`src/rtl/adex_isi_logger.sv`:
```
// Inter-spike interval logger: counts neuron-update ticks between spikes, buffers ISIs in a FIFO
// and serves them MSB-nibble first on a strobe handshake. Optional burst counter: ADEX_ISI_BURST_DETECT_EN.
module adex_isi_logger #(
  parameter int               ISI_W     = 12,
  parameter int               DEPTH     = 8,
  parameter logic [ISI_W-1:0] BURST_THR = 12'd8
) (
  input  logic                     clk,
  input  logic                     reset,
  input  logic                     enable,
  input  logic                     tick_in,
  input  logic                     spike_in,
  input  logic                     clear,
  input  logic                     rd_req,
  output logic [3:0]               rd_nibble,
  output logic                     rd_valid,
  output logic [$clog2(DEPTH):0]   fifo_count,
  output logic                     overflow,
  output logic [7:0]               burst_cnt
);

  localparam int NIBS  = ISI_W / 4;
  localparam int NIB_W = (NIBS > 1) ? $clog2(NIBS) : 1;
  localparam int PTR_W = $clog2(DEPTH);
  localparam int CNT_W = PTR_W + 1;
  localparam logic [ISI_W-1:0] ISI_MAX  = '1;
  localparam logic [NIB_W-1:0] NIB_LAST = NIB_W'(NIBS - 1);
  localparam logic [CNT_W-1:0] FULL_CNT = CNT_W'(DEPTH);

  typedef enum logic {S_ARMED, S_COUNT} state_t;

  state_t           state, state_nxt;
  logic [ISI_W-1:0] isi_cnt, isi_nxt, isi_inc, push_val;
  logic             push, push_ok, drop, rd_fire, pop;

  logic [ISI_W-1:0] mem [DEPTH];
  logic [PTR_W-1:0] wr_ptr, rd_ptr;
  logic [CNT_W-1:0] count;
  logic [NIB_W-1:0] nib_idx, nib_sel;
  logic [ISI_W-1:0] head_sh;

  assign isi_inc = (isi_cnt == ISI_MAX) ? ISI_MAX : isi_cnt + ISI_W'(1);

  always_comb begin
    state_nxt = state;
    isi_nxt   = isi_cnt;
    push      = 1'b0;
    push_val  = isi_cnt;
    if (!enable) begin
      state_nxt = S_ARMED;
      isi_nxt   = '0;
    end else begin
      case (state)
        S_ARMED: begin
          isi_nxt = '0;
          if (spike_in) state_nxt = S_COUNT;
        end
        S_COUNT: begin
          if (tick_in) isi_nxt = isi_inc;
          // A tick coincident with the spike belongs to the interval being closed.
          if (spike_in) begin
            push     = 1'b1;
            push_val = tick_in ? isi_inc : isi_cnt;
            isi_nxt  = '0;
          end
        end
        default: begin
          state_nxt = S_ARMED;
          isi_nxt   = '0;
        end
      endcase
    end
  end

  always_ff @(posedge clk) begin
    if (reset || clear) begin
      state   <= S_ARMED;
      isi_cnt <= '0;
    end else begin
      state   <= state_nxt;
      isi_cnt <= isi_nxt;
    end
  end

  assign rd_fire = rd_req && (count != '0) && !clear;
  assign pop     = rd_fire && (nib_idx == NIB_LAST);
  // A full FIFO still accepts a push when the head leaves in the same cycle.
  assign push_ok = push && !clear && ((count != FULL_CNT) || pop);
  assign drop    = push && !clear && !push_ok;

  assign nib_sel = NIB_LAST - nib_idx;
  assign head_sh = mem[rd_ptr] >> {nib_sel, 2'b00};

  always_ff @(posedge clk) begin
    if (push_ok) mem[wr_ptr] <= push_val;
  end

  always_ff @(posedge clk) begin
    if (reset) begin
      wr_ptr    <= '0;
      rd_ptr    <= '0;
      count     <= '0;
      nib_idx   <= '0;
      overflow  <= 1'b0;
      rd_valid  <= 1'b0;
      rd_nibble <= 4'h0;
    end else if (clear) begin
      wr_ptr   <= '0;
      rd_ptr   <= '0;
      count    <= '0;
      nib_idx  <= '0;
      overflow <= 1'b0;
      rd_valid <= 1'b0;
    end else begin
      rd_valid <= rd_fire;
      if (rd_fire) begin
        rd_nibble <= head_sh[3:0];
        nib_idx   <= pop ? '0 : nib_idx + NIB_W'(1);
      end
      if (push_ok) wr_ptr <= wr_ptr + PTR_W'(1);
      if (pop)     rd_ptr <= rd_ptr + PTR_W'(1);
      if (push_ok && !pop)      count <= count + CNT_W'(1);
      else if (pop && !push_ok) count <= count - CNT_W'(1);
      if (drop) overflow <= 1'b1;
    end
  end

  assign fifo_count = count;

`ifdef ADEX_ISI_BURST_DETECT_EN
  logic [7:0] burst_q;

  always_ff @(posedge clk) begin
    if (reset || clear) begin
      burst_q <= 8'd0;
    end else if (push_ok && (push_val < BURST_THR) && (burst_q != 8'hFF)) begin
      burst_q <= burst_q + 8'd1;
    end
  end

  assign burst_cnt = burst_q;
`else
  logic unused_burst_thr;
  assign unused_burst_thr = ^BURST_THR;
  assign burst_cnt        = 8'd0;
`endif

endmodule

```
`config.mk`:
```
export PLATFORM = sky130hd
export DESIGN_NAME = adex_isi_logger
export DESIGN_NICKNAME = d
export VERILOG_FILES = /design/src/rtl/adex_isi_logger.sv
export SDC_FILE = /design/constraint.sdc
export NUM_CORES = 1
export LEC_CHECK = 0
export CORE_ASPECT_RATIO = 1.1
export CORE_MARGIN = 4
export CORE_UTILIZATION = 35
export CTS_BUF_LIST = sky130_fd_sc_hd__clkbuf_16
export DETAILED_ROUTE_END_ITERATION = 7
export SYNTH_ARGS = -nofsm -noshare
export SYNTH_HDL_FRONTEND = slang
export SYNTH_SLANG_ARGS = --single-unit
```
`constraint.sdc`:
```
create_clock -name clk -period 3.7 [get_ports clk]
set_clock_uncertainty 0.05 [all_clocks]
set_input_delay 0.555 -clock clk [delete_from_list [all_inputs] [get_ports clk]]
set_output_delay 0.555 -clock clk [all_outputs]
set_load 0.01 [all_outputs]
```
* Word level (Yosys, flattened, before mapping)
Memory sizes are Yosys's and may differ from the RTL's. A register that Yosys moved wholly into a read port is not among the register bits. Cells that the tools add are included.
Operators by class: $mul 0, bitwise operators 3, magnitude comparators 0, equal/unequal tests 3, multiplexer cells 18, add/subtract/negate cells 7, shift-type cells 1, div/mod/pow operators 0, reductions and logical operators 18
Operators with widths (count):
- $mux 12 | 6
- $pmux 12 s2 | 1
- $add 12x1->12 const B | 1
- $eq 12x12->1 const B | 1
- $shr 12x4->4 | 1
- $logic_and 1x1->1 | 8
- $mux 4 | 2
- $add 3x1->3 const B | 2
- $mux 1 | 6
- $mux 3 | 2
- $add 4x1->4 const B | 1
- $ne 4x4->1 const B | 1
- $reduce_bool 4->1 | 1
- $reduce_or 2->1 | 2
- $sub 4x1->4 const B | 1
- $logic_not 1->1 | 3
- $not 1->1 | 3
- $add 2x1->2 const B | 1
- $eq 2x2->1 const B | 1
- $logic_or 1x1->1 | 2
- $mux 2 | 1
- $reduce_and 2->1 | 1
- $reduce_bool 2->1 | 1
- $sub 2x2->2 const A | 1
Word-level totals: memories kept 1, memory bits (writable) 96, ROM bits 0, register bits 31, latch bits 0, logic and storage cells 60
Memory list:
- mem | depth 8, bits a word 12, rd ports 1, clocked after Yosys merged registers in 1, write ports 1, RTL line 36 | logic [ISI_W-1:0] mem [DEPTH];

* Logic depth before layout (Yosys ltp)
Gate-level depths: netlist of the first run.
word-level depth 10, gate-level depth with buffers 12, mapped depth without buffers 12

* Least setup slack after synthesis of the first run
Ideal clock, no wire load.
path type flip-flop to flip-flop, start point reg nib_idx[0], end point mem mem[2][0] (enable), setup time 0.399 ns, arrival 2.279 ns, buffers on the path 0, stages on the path, launching flop included 7, period minus slack after synthesis 2.728 ns, setup slack 0.972 ns, cells stage by stage dfxtp_1 -> inv_1 -> ha_1 -> nand2_1 -> a311oi_4 -> nand2b_1 -> nor3b_1
Between the ends: longest elaborated chain between the ends 6
RTL lines:
- start: declaration | RTL line 39 | logic [NIB_W-1:0] nib_idx, nib_sel;
- start signal: assignment | RTL line 118 | nib_idx <= pop ? '0 : nib_idx + NIB_W'(1);
- $eq 2x2->1 | RTL line 86 | assign pop = rd_fire && (nib_idx == NIB_LAST);
- $logic_and 1x1->1 | RTL line 86
- $logic_or 1x1->1 | RTL line 88 | assign push_ok = push && !clear && ((count != FULL_CNT) || pop);
- $logic_and 1x1->1 | RTL line 88
- via push_ok | RTL line 34 | logic push, push_ok, drop, rd_fire, pop;
- $mux 1 | RTL line 95 | if (push_ok) mem[wr_ptr] <= push_val;
- $mux 1 (implied by the code) | RTL line 95
- end: declaration | RTL line 36
The timed path passes the listed nets, and every way through them passes these cells.

* Worst setup path after layout of the first run
start point in spike_in, end point reg count[3] (netlist: fifo_count[3])
Between the ends: longest elaborated chain between the ends 8, elaborated cells on any way between the ends 10, those cells by class mux: 4; reduce/logical: 6
RTL lines:
- start: declaration | RTL line 12 | input logic spike_in,
- $mux 1 (*) | RTL line 61 | if (spike_in) begin
- $mux 1 (*) | RTL line 53 | case (state)
- $mux 1 (*) | RTL line 49 | if (!enable) begin
- $logic_and 1x1->1 (*) (2 in a row) | RTL line 88
- via push_ok | RTL line 34
- $logic_not 1->1 | RTL line 123 | else if (pop && !push_ok) count <= count - CNT_W'(1);
- $logic_and 1x1->1 | RTL line 123
- $reduce_bool 2->1 (no line)
- end signal: assignment | RTL line 122 | if (push_ok && !pop) count <= count + CNT_W'(1);
- end signal: assignment | RTL line 123
- end: declaration | RTL line 38 | logic [CNT_W-1:0] count;
Mark *: on every way through the listed nets, which the timed path passes. The rest lies on a longest branch. A chain may end at the register's enable or synchronous reset.

==> results of run 1 <==
-- power by group --
| group | internal (W) | total, W | switching, W |
|---|---|---|---|
| combinational | 0.0000103 | 0.0000278 | 0.0000175 |
| clock | 0.000982 | 0.00159 | 0.000604 |
| sequential | 0.00155 | 0.00155 | 0.000000985 |
-- cell usage after synthesis, types with 2 or more instances --
library cell | number | share of area
and4_1 | 5 | 0.0077
a21oi_1 | 29 | 0.026
nand2_1 | 29 | 0.019
and3_2 | 2 | 0.0026
nor3b_1 | 4 | 0.0053
nor2_1 | 35 | 0.023
dfxtp_1 | 34 | 0.12
a31oi_1 | 9 | 0.0099
nand4_1 | 3 | 0.0033
nand3_2 | 2 | 0.0035
nand3_1 | 16 | 0.014
and3_1 | 5 | 0.0055
mux2i_1 | 46 | 0.081
xnor2_1 | 6 | 0.0093
buf_6 | 3 | 0.0060
edfxtp_1 | 96 | 0.51
clkbuf_1 | 8 | 0.0053
inv_1 | 3 | 0.0020
xor2_1 | 6 | 0.0093
and2_1 | 2 | 0.0022
a41oi_1 | 2 | 0.0031
buf_2 | 3 | 0.0026
a22oi_1 | 4 | 0.0053
nor2b_1 | 6 | 0.0066
nand2b_1 | 4 | 0.0044
ha_1 | 8 | 0.018
o21ai_0 | 10 | 0.0088
nor3_1 | 3 | 0.0026
buf_4 | 11 | 0.015
a311oi_1 | 5 | 0.0077
a211oi_1 | 10 | 0.013
and2b_1 | 8 | 0.011
-- worst register-to-register path: stages (launching register included) --
cell	delay, ns
dfxtp_1	0.36
inv_1	0.08
ha_1	0.27
nand2_1	0.15
a311oi_4	0.45
ha_1	0.25
inv_1	0.09
ha_1	0.28
a21o_1	0.17
a21oi_1	0.17
xnor2_1	0.09
or3_1	0.31
a21oi_1	0.14
-- through the flow --
stage | utilization | instances | total power (W) | setup WS (ns)
after floorplan | - | 447 | 0.00160 | 0.972
after global placement | 0.384 | 649 | 0.00160 | 0.402
after detailed placement | 0.384 | 649 | 0.00161 | 0.351
after CTS | 0.420 | 681 | 0.00319 | 0.767
after global routing | 0.420 | 681 | 0.00326 | 0.569
final | 0.420 | 681 | 0.00316 | 0.757
-- flip-flops by register name (all words and copies together) (netlist names), named ones only --
name	cells
state	1
overflow	1
wr_ptr	3
nib_idx	2
isi_cnt	12
fifo_count	4
rd_ptr	3
rd_nibble	4
rd_valid	1
mem	96
-- layer usage --
layer	share of wire	vias up	wire, µm	track usage
li1	-	1690	-	-
met1	0.44	1659	5040	0.161
met2	0.51	55	5950	0.221
met3	0.038	9	434	0.0343
met4	0.013	0	147	0.0460
met5	0	-	0	0
-- worst max-delay path by stage --
stage | slack (ns) | endpoint | depth (start not counted)
finish | 0.76 | fifo_count[3] | 11
global route | 0.57 | fifo_count[3] | 12
CTS | 0.77 | fifo_count[3] | 12
detailed placement | 0.35 | fifo_count[3] | 11
global placement | 0.40 | fifo_count[3] | 11
floorplan | 0.97 | mem[2][0] | 6
-- area by class of cell --
type | count | area [µm²]
Clock buffer | 17 | 425
Clock inverter | 15 | 145
Fill cell | 1422 | 9160
Inverter | 3 | 11.3
Multi-Input combinational cell | 287 | 1980
Sequential cell | 130 | 3560
Tap cell | 200 | 250
Timing Repair Buffer | 29 | 258
-- cell families (layout without fill, tap and decap cells) --
family | after synthesis | count (layout) | synth area share
simple gates | 137 | 137 | 0.130
flops | 130 | 130 | 0.628
compound gates | 74 | 74 | 0.0840
mux | 47 | 47 | 0.0838
buf+inv | 30 | 64 | 0.0337
xor+xnor | 12 | 12 | 0.0185
fa+ha+maj | 9 | 9 | 0.0212
other cells | 1 | 8 | 0.000661
==> flow_summary.ini, run 1 <==
[timing]
fin_hold_ws_ns = 0.441
setup_viol = 0
maxSlewHeadroom = 0.339
rsz0062_at_grt = false
fin_setup_tns_ns = 0
timing.fmax_mhz = 340
slew_violations = 0
report.final.hold_viol_count = 0
worst_pin_slew_ns = 0.992
period_needed_ns = 2.94
post-route-period-util = 0.795

[clock_network]
insertion_delay_ns = 0.41
cts_setup_buffers = 0
tritoncts = built
clk_pin_slew_worst_paths_ns = 0.05
cts_resized = 0
cts_max_level = 4
cts_made_buffers = 17
cts.sinks = 130
root_buffer = clkbuf_16
cts_hold_buf = 0
clock_path_buffers = 2

[routing]
ant_nets = 0
finalWirelength_um = 11600
drcViolationCount = 0
routedWlPerCell_um = 17.0
drt-pass1-iter-count = 4
drt_iter0_markers = 200
via_per_inst = 5.01
vias = 3413

[critical_path]
r2r_slack_ns = 0.77
rr_worst_depth = 12
arrival_ns = 3.23
crit_type = input pin to flop
cp_data_required_time_ns = 3.98
crit_path_cell_trace = clkdlybuf4s50_1 > nand3_2 > a311oi_4 > ha_1 > inv_1 > ha_1 > a21o_1 > a21oi_1 > xnor2_1 > or3_1 > a21oi_1
crit_buf_inv = 2
startpoint_type = input pin
crit_path_end_kind = flop
cp_max_fo = 6
crit_start = spike_in
cpPeakStageDelay_ns = 0.52
reg2reg_from = nib_idx[0]
crit_slowest_cell = clkdlybuf4s50_1
r2r-end = fifo_count[3]
critical-path-top-delay-family = compound AO/OA/AOI/OAI gates

[min_path]
hold_depth = 2
hp-class = flop to flop
hold_path.startpoint = nib_idx[1]
whs_endpoint = nib_idx[1]

[synthesis]
ys.flop_type = edfxtp_1
synth_seq_cells = 130
netlist-cell-type-count = 55
ys_seq_area_frac = 0.628
netlist_area_um2 = 5680
ys_warn_count = 0
synth_cells = 440
syn-mean-instance-area_um2 = 12.9
ys_async_sr_fraction = 0
synth_edf_count = 96

[final_layout]
fin_nets = 484
diodes = 0
final_cell_mix = edfxtp_1, mux2i_1, nor2_1
design_area_um2 = 6630
drive_gt1_frac = 0.133
areaGrowthSynthToFinish_pct = 16.8
layout_commonest_cell = edfxtp_1

[pwr]
vdd_ir_drop_max_v = 0.000249
leakagePower_nw = 2.18
p_per_area_nw_per_um2 = 477

[floorplan]
ioPinCount = 25
start_util = 0.359
coreArea_um2 = 15800
die_h_um = 142
num_rows = 48
die-area_um2 = 18300
die_w_um = 129

[place]
dpl-instance-area_um2 = 6060
hpwl_um = 7590
place_congestion = 0.753
numPortBuffers = 16

[grt]
grt_antenna_before_repair = 0
first_global_vias = 3316
grt_max_degree = 41
overflow = 0
grtUsageTotal = 0.130
grt_pass1_wl_um = 17900

[job]
max_cap_viol_count = 0

[status]
status = finished clean
Power figures use the tool's default switching activity.
==> run 2: changes to the inputs <==
==> constraint.sdc (replaced) <==
create_clock -name clk -period 2.4 [get_ports clk]
set_clock_uncertainty 0.05 [all_clocks]
set_input_delay 0.36 -clock clk [delete_from_list [all_inputs] [get_ports clk]]
set_output_delay 0.36 -clock clk [all_outputs]
set_load 0.01 [all_outputs]
==> run 2 against run 1 <==
First-iteration DRC count decreased by 18%. Core utilization increased by 3.3 points. Largest cell class unchanged. Largest power group unchanged. Highest routed layer unchanged. Cell count increased by 6.3%.
==> flow_summary.ini, run 2 (synthesized netlist as in run 1, its figures left out) <==
[final_layout]
reg.largest.list = mem x96, isi_cnt x12
fin_nets = 527
design_area_um2 = 7160
largest_register_ffs = 96
drive_gt1_frac = 0.231
fillers = 1395
utilization = 0.453
diodes = 0
top_register = mem
layout_commonest_cell = edfxtp_1
areaGrowthSynthToFinish_pct = 26.1
final_cell_mix = edfxtp_1, buf_4, mux2i_1

[floorplan]
die-area_um2 = 18300
die_h_um = 142
coreArea_um2 = 15800
ioPinCount = 25
num_rows = 48
die_w_um = 129
start_util = 0.359

[pwr]
p_per_area_nw_per_um2 = 721
leakagePower_nw = 2.47
vdd_ir_drop_max_v = 0.000424

[clock_network]
root_buffer = clkbuf_16
clock_path_buffers = 2
insertion_delay_ns = 0.40
cts_max_level = 4
tritoncts = built
cts.sinks = 130
cts_hold_buf = 0
clk_pin_slew_worst_paths_ns = 0.05
cts_made_buffers = 17

[routing]
routedWlPerCell_um = 16.5
drt_iter0_markers = 165
drcViolationCount = 0
via_per_inst = 4.97
finalWirelength_um = 12000
vias = 3600
drt-pass1-iter-count = 6
ant_nets = 0

[status]
status = finished clean

[grt]
grtUsageTotal = 0.137
grt_antenna_before_repair = 0
overflow = 0
grt_pass1_wl_um = 19200
grt_max_degree = 48
first_global_vias = 3620

[critical_path]
arrival_ns = 2.69
cp_data_required_time_ns = 2.69
critical-path-top-delay-family = compound AO/OA/AOI/OAI gates
cpPeakStageDelay_ns = 0.36
crit_path_cell_trace = inv_2 > ha_4 > nand2_4 > a311oi_4 > ha_2 > inv_2 > ha_4 > a21o_1 > a21oi_2 > xnor2_1 > or3_1 > a21oi_2
crit_slowest_cell = or3_1
startpoint_type = flop
cp_max_fo = 4
crit_buf_inv = 2
crit_type = flop to flop
crit_path_end_kind = flop

[job]
max_cap_viol_count = 0

[place]
dpl-instance-area_um2 = 6440
place_congestion = 0.798
pre_cts_slack_ns = -0.431
hpwl_um = 8220
numPortBuffers = 16

[timing]
post-route-period-util = 1.00
timing.fmax_mhz = 417
maxSlewHeadroom = 0.532
setup_ws_ns = 0.000388
worst_pin_slew_ns = 0.694
slew_violations = 0
fin_setup_tns_ns = 0
period_needed_ns = 2.40
report.final.hold_viol_count = 0
setup_viol = 0
fin_hold_ws_ns = 0.437
rsz0062_at_grt = true

[min_path]
hp-class = flop to flop
-- run 2: worst register-to-register path, cell delays in order (launching register included) --
cell      delay, ns
dfxtp_2        0.32
inv_2          0.07
ha_4           0.16
nand2_4        0.06
a311oi_4       0.28
ha_2           0.25
inv_2          0.05
ha_4           0.20
a21o_1         0.18
a21oi_2        0.14
xnor2_1        0.08
or3_1          0.36
a21oi_2        0.14
-- run 2: report_power, final --
group          total [W]  switching, W  internal [W]
Combinational  0.0000518     0.0000287     0.0000230
Clock            0.00272      0.000927       0.00179
Sequential       0.00239    0.00000131       0.00238
Total            0.00516      0.000957       0.00420
-- run 2: per-stage QoR --
stage | total power (W) | instances
floorplan | 0.00246 | 447
global placement | 0.00248 | 688
detailed placement | 0.00248 | 688
CTS | 0.00521 | 720
global route | 0.00533 | 724
finish | 0.00516 | 724
-- run 2: layout make-up --
class	count	area, µm²	share of cell area
clock buffer	18	450	0.0629
clock inverter	14	188	0.0262
inverter	3	11.3	0.00157
multi-input combinational	287	2040	0.286
sequential	130	3570	0.499
tap	200	250	0.0350
timing repair buffer	72	643	0.0899
-- run 2: repair_timing --
action | in CTS | in global routing
setup endpoints to repair | 1 | 49
resized for setup | 0 | 11
setup buffers | 0 | 4
pin swaps | 2 | 8
-- run 2: metal layers --
| layer | vias to the layer above | wire (µm) | share of wire | global-route usage |
|---|---|---|---|---|
| li1 | 1777 | - | - | - |
| met5 | - | 0 | 0 | 0 |
| met2 | 45 | 6160 | 0.51 | 0.227 |
| met4 | 0 | 189 | 0.016 | 0.0531 |
| met1 | 1764 | 5420 | 0.45 | 0.174 |
| met3 | 14 | 211 | 0.018 | 0.0316 |
-- run 2: path summary, 6_finish.rpt --
path	startpoint	endpoint	slack (ns)	cells past startpoint
worst min-delay path	rd_ptr[1]	rd_ptr[1]	0.44	2
worst max register to register	nib_idx[0]	fifo_count[3]	0.0004	12
worst min register to register	rd_ptr[1]	rd_ptr[1]	0.44	2
worst max-delay path	nib_idx[0]	fifo_count[3]	0.0004	12
==> run 3: changes to the inputs <==
--- a/config.mk
+++ b/config.mk
@@ -6,7 +6,7 @@
 export NUM_CORES = 1
 export LEC_CHECK = 0
 export CORE_ASPECT_RATIO = 1.1
-export CORE_MARGIN = 4
+export CORE_MARGIN = 2
 export CORE_UTILIZATION = 35
 export CTS_BUF_LIST = sky130_fd_sc_hd__clkbuf_16
 export DETAILED_ROUTE_END_ITERATION = 7
==> run 3 against run 2 <==
Clock-buffer cell count down 1. Non-clock buffer count shrank 4. First-iteration DRC count increased by 48%. Flip-flop and latch count unchanged. Cell count is 0.55% lower. Routed wire length shrank 2.0%. Critical path type unchanged. Largest power group is now registers. Highest routed layer unchanged.
==> flow_summary.ini, run 3 (synthesized netlist as in run 1, its figures left out) <==
[clock_network]
insertion_delay_ns = 0.41
clk_pin_slew_worst_paths_ns = 0.06
cts_made_buffers = 17
cts_hold_buf = 0
root_buffer = clkbuf_16
cts_max_level = 4
cts.sinks = 130
tritoncts = built
clock_path_buffers = 2

[critical_path]
critical-path-top-delay-family = compound AO/OA/AOI/OAI gates
reg2reg_from = fifo_count[3]
crit_path_frequent_cell = a21oi_2
startpoint_type = flop
crit_path_end_kind = flop
rr_worst_depth = 10
crit_buf_inv = 2
r2r-end = fifo_count[3]
crit_type = flop to flop
arrival_ns = 2.66
cp_max_fo = 4
cp_data_required_time_ns = 2.69
crit_path_cell_trace = buf_4 > a311oi_4 > ha_2 > inv_2 > ha_4 > a21o_1 > a21oi_2 > xnor2_1 > or3_1 > a21oi_2
crit_slowest_cell = or3_1
cpPeakStageDelay_ns = 0.38
r2r_slack_ns = 0.03

[grt]
grt_pass1_wl_um = 18800
grtUsageTotal = 0.144
grt_antenna_before_repair = 0
overflow = 0
first_global_vias = 3623
grt_max_degree = 44

[place]
place_congestion = 0.815
dpl-instance-area_um2 = 6430
hpwl_um = 8070
numPortBuffers = 16

[routing]
drt-pass1-iter-count = 4
via_per_inst = 5.02
routedWlPerCell_um = 16.3
ant_nets = 0
finalWirelength_um = 11700
drt_iter0_markers = 245
drcViolationCount = 0
vias = 3617

[floorplan]
die_h_um = 138
coreArea_um2 = 15800
die_w_um = 125
num_rows = 48
start_util = 0.359
ioPinCount = 25
die-area_um2 = 17300

[timing]
timing.fmax_mhz = 422
setup_viol = 0
rsz0062_at_grt = true
slew_violations = 0
post-route-period-util = 0.988
fin_hold_ws_ns = 0.284
maxSlewHeadroom = 0.467
worst_pin_slew_ns = 0.790
period_needed_ns = 2.37
report.final.hold_viol_count = 0

[min_path]
hp-class = input pin to flop
whs_endpoint = state
hold_path.startpoint = spike_in
hold_depth = 2

[final_layout]
drive_gt1_frac = 0.227
diodes = 0
largest_register_ffs = 96
layout_commonest_cell = edfxtp_1
top_register = mem
design_area_um2 = 7080
reg.largest.list = mem x96, isi_cnt x12
fin_nets = 523
final_cell_mix = edfxtp_1, buf_4, mux2i_1
areaGrowthSynthToFinish_pct = 24.7

[pwr]
vdd_ir_drop_max_v = 0.000468
p_per_area_nw_per_um2 = 683
leakagePower_nw = 2.48
power_w = 0.00483

[status]
status = finished clean

[job]
max_cap_viol_count = 0
run 3: changes by cell type in the layout (fill, tap and decap cells not counted), moves of 2 or more:
cell and delta:
bufinv_16 -2, dfxtp_1 -3, clkdlybuf4s50_1 -4, dlymetal6s2s_1 +4
a31oi_2 -2, clkinv_2 +5, dfxtp_2 +2, clkinvlp_4 -2
a31oi_1 +2, buf_4 -4
run 3: final cells by class:
type,count,area [µm²]
inverters,3,11.3
well taps,200,250
clock inverters,15,128
multi-input cells,287,2070
clock buffers,17,425
repair buffers,68,623
flip-flops and latches,130,3580
fillers,1407,8720
run 3: through the flow:
stage | util | setup WS, ns | cells | setup TNS, ns
after global routing | 0.448 | -0.0665 | 720 | -0.0665
after global placement | 0.407 | -0.387 | 687 | -3.42
after detailed placement | 0.407 | -0.474 | 687 | -9.43
after floorplan | - | -0.132 | 447 | -3.12
after CTS | 0.442 | 0.0179 | 719 | 0
final | 0.448 | 0.0278 | 720 | 0
run 3: metal layers:
layer	share of wire	routed length (µm)	track usage	vias up
met5	0	0	0	-
met4	0.020	229	0.0716	0
met3	0.037	431	0.0283	14
met2	0.51	6020	0.239	69
met1	0.43	5050	0.181	1764
li1	-	-	-	1770
run 3: worst max-delay path by stage:
stage,endpoint,from,depth (start not counted)
after floorplan,mem[2][0],nib_idx[0],6
after global placement,fifo_count[3],spike_in,11
after detailed placement,fifo_count[3],spike_in,11
after CTS,fifo_count[3],spike_in,11
after global routing,fifo_count[3],fifo_count[3],11
final,fifo_count[3],fifo_count[3],10
run 3: timing repair:
item	4_1_cts	5_1_grt
cloned	0	0
resized for setup	1	21
pin swaps	3	11
setup endpoints to repair	1	33
buffers inserted	0	2
run 3: power by group:
| group | total, W | switching [W] | internal, W |
|---|---|---|---|
| registers | 0.00239 | 0.00000166 | 0.00238 |
| clock network | 0.00239 | 0.000897 | 0.00150 |
| logic | 0.0000533 | 0.0000302 | 0.0000230 |
run 3: worst register-to-register path: cells and delay by family, from the launching register on:
kind / cells / cell delay, ns
flip-flops: 1 / 0.34
AND/OR/NAND/NOR: 1 / 0.38
AO/OA/AOI/OAI: 4 / 0.78
buffers and inverters: 2 / 0.21
XOR/XNOR: 1 / 0.09
adder cells (fa/ha/maj): 2 / 0.45
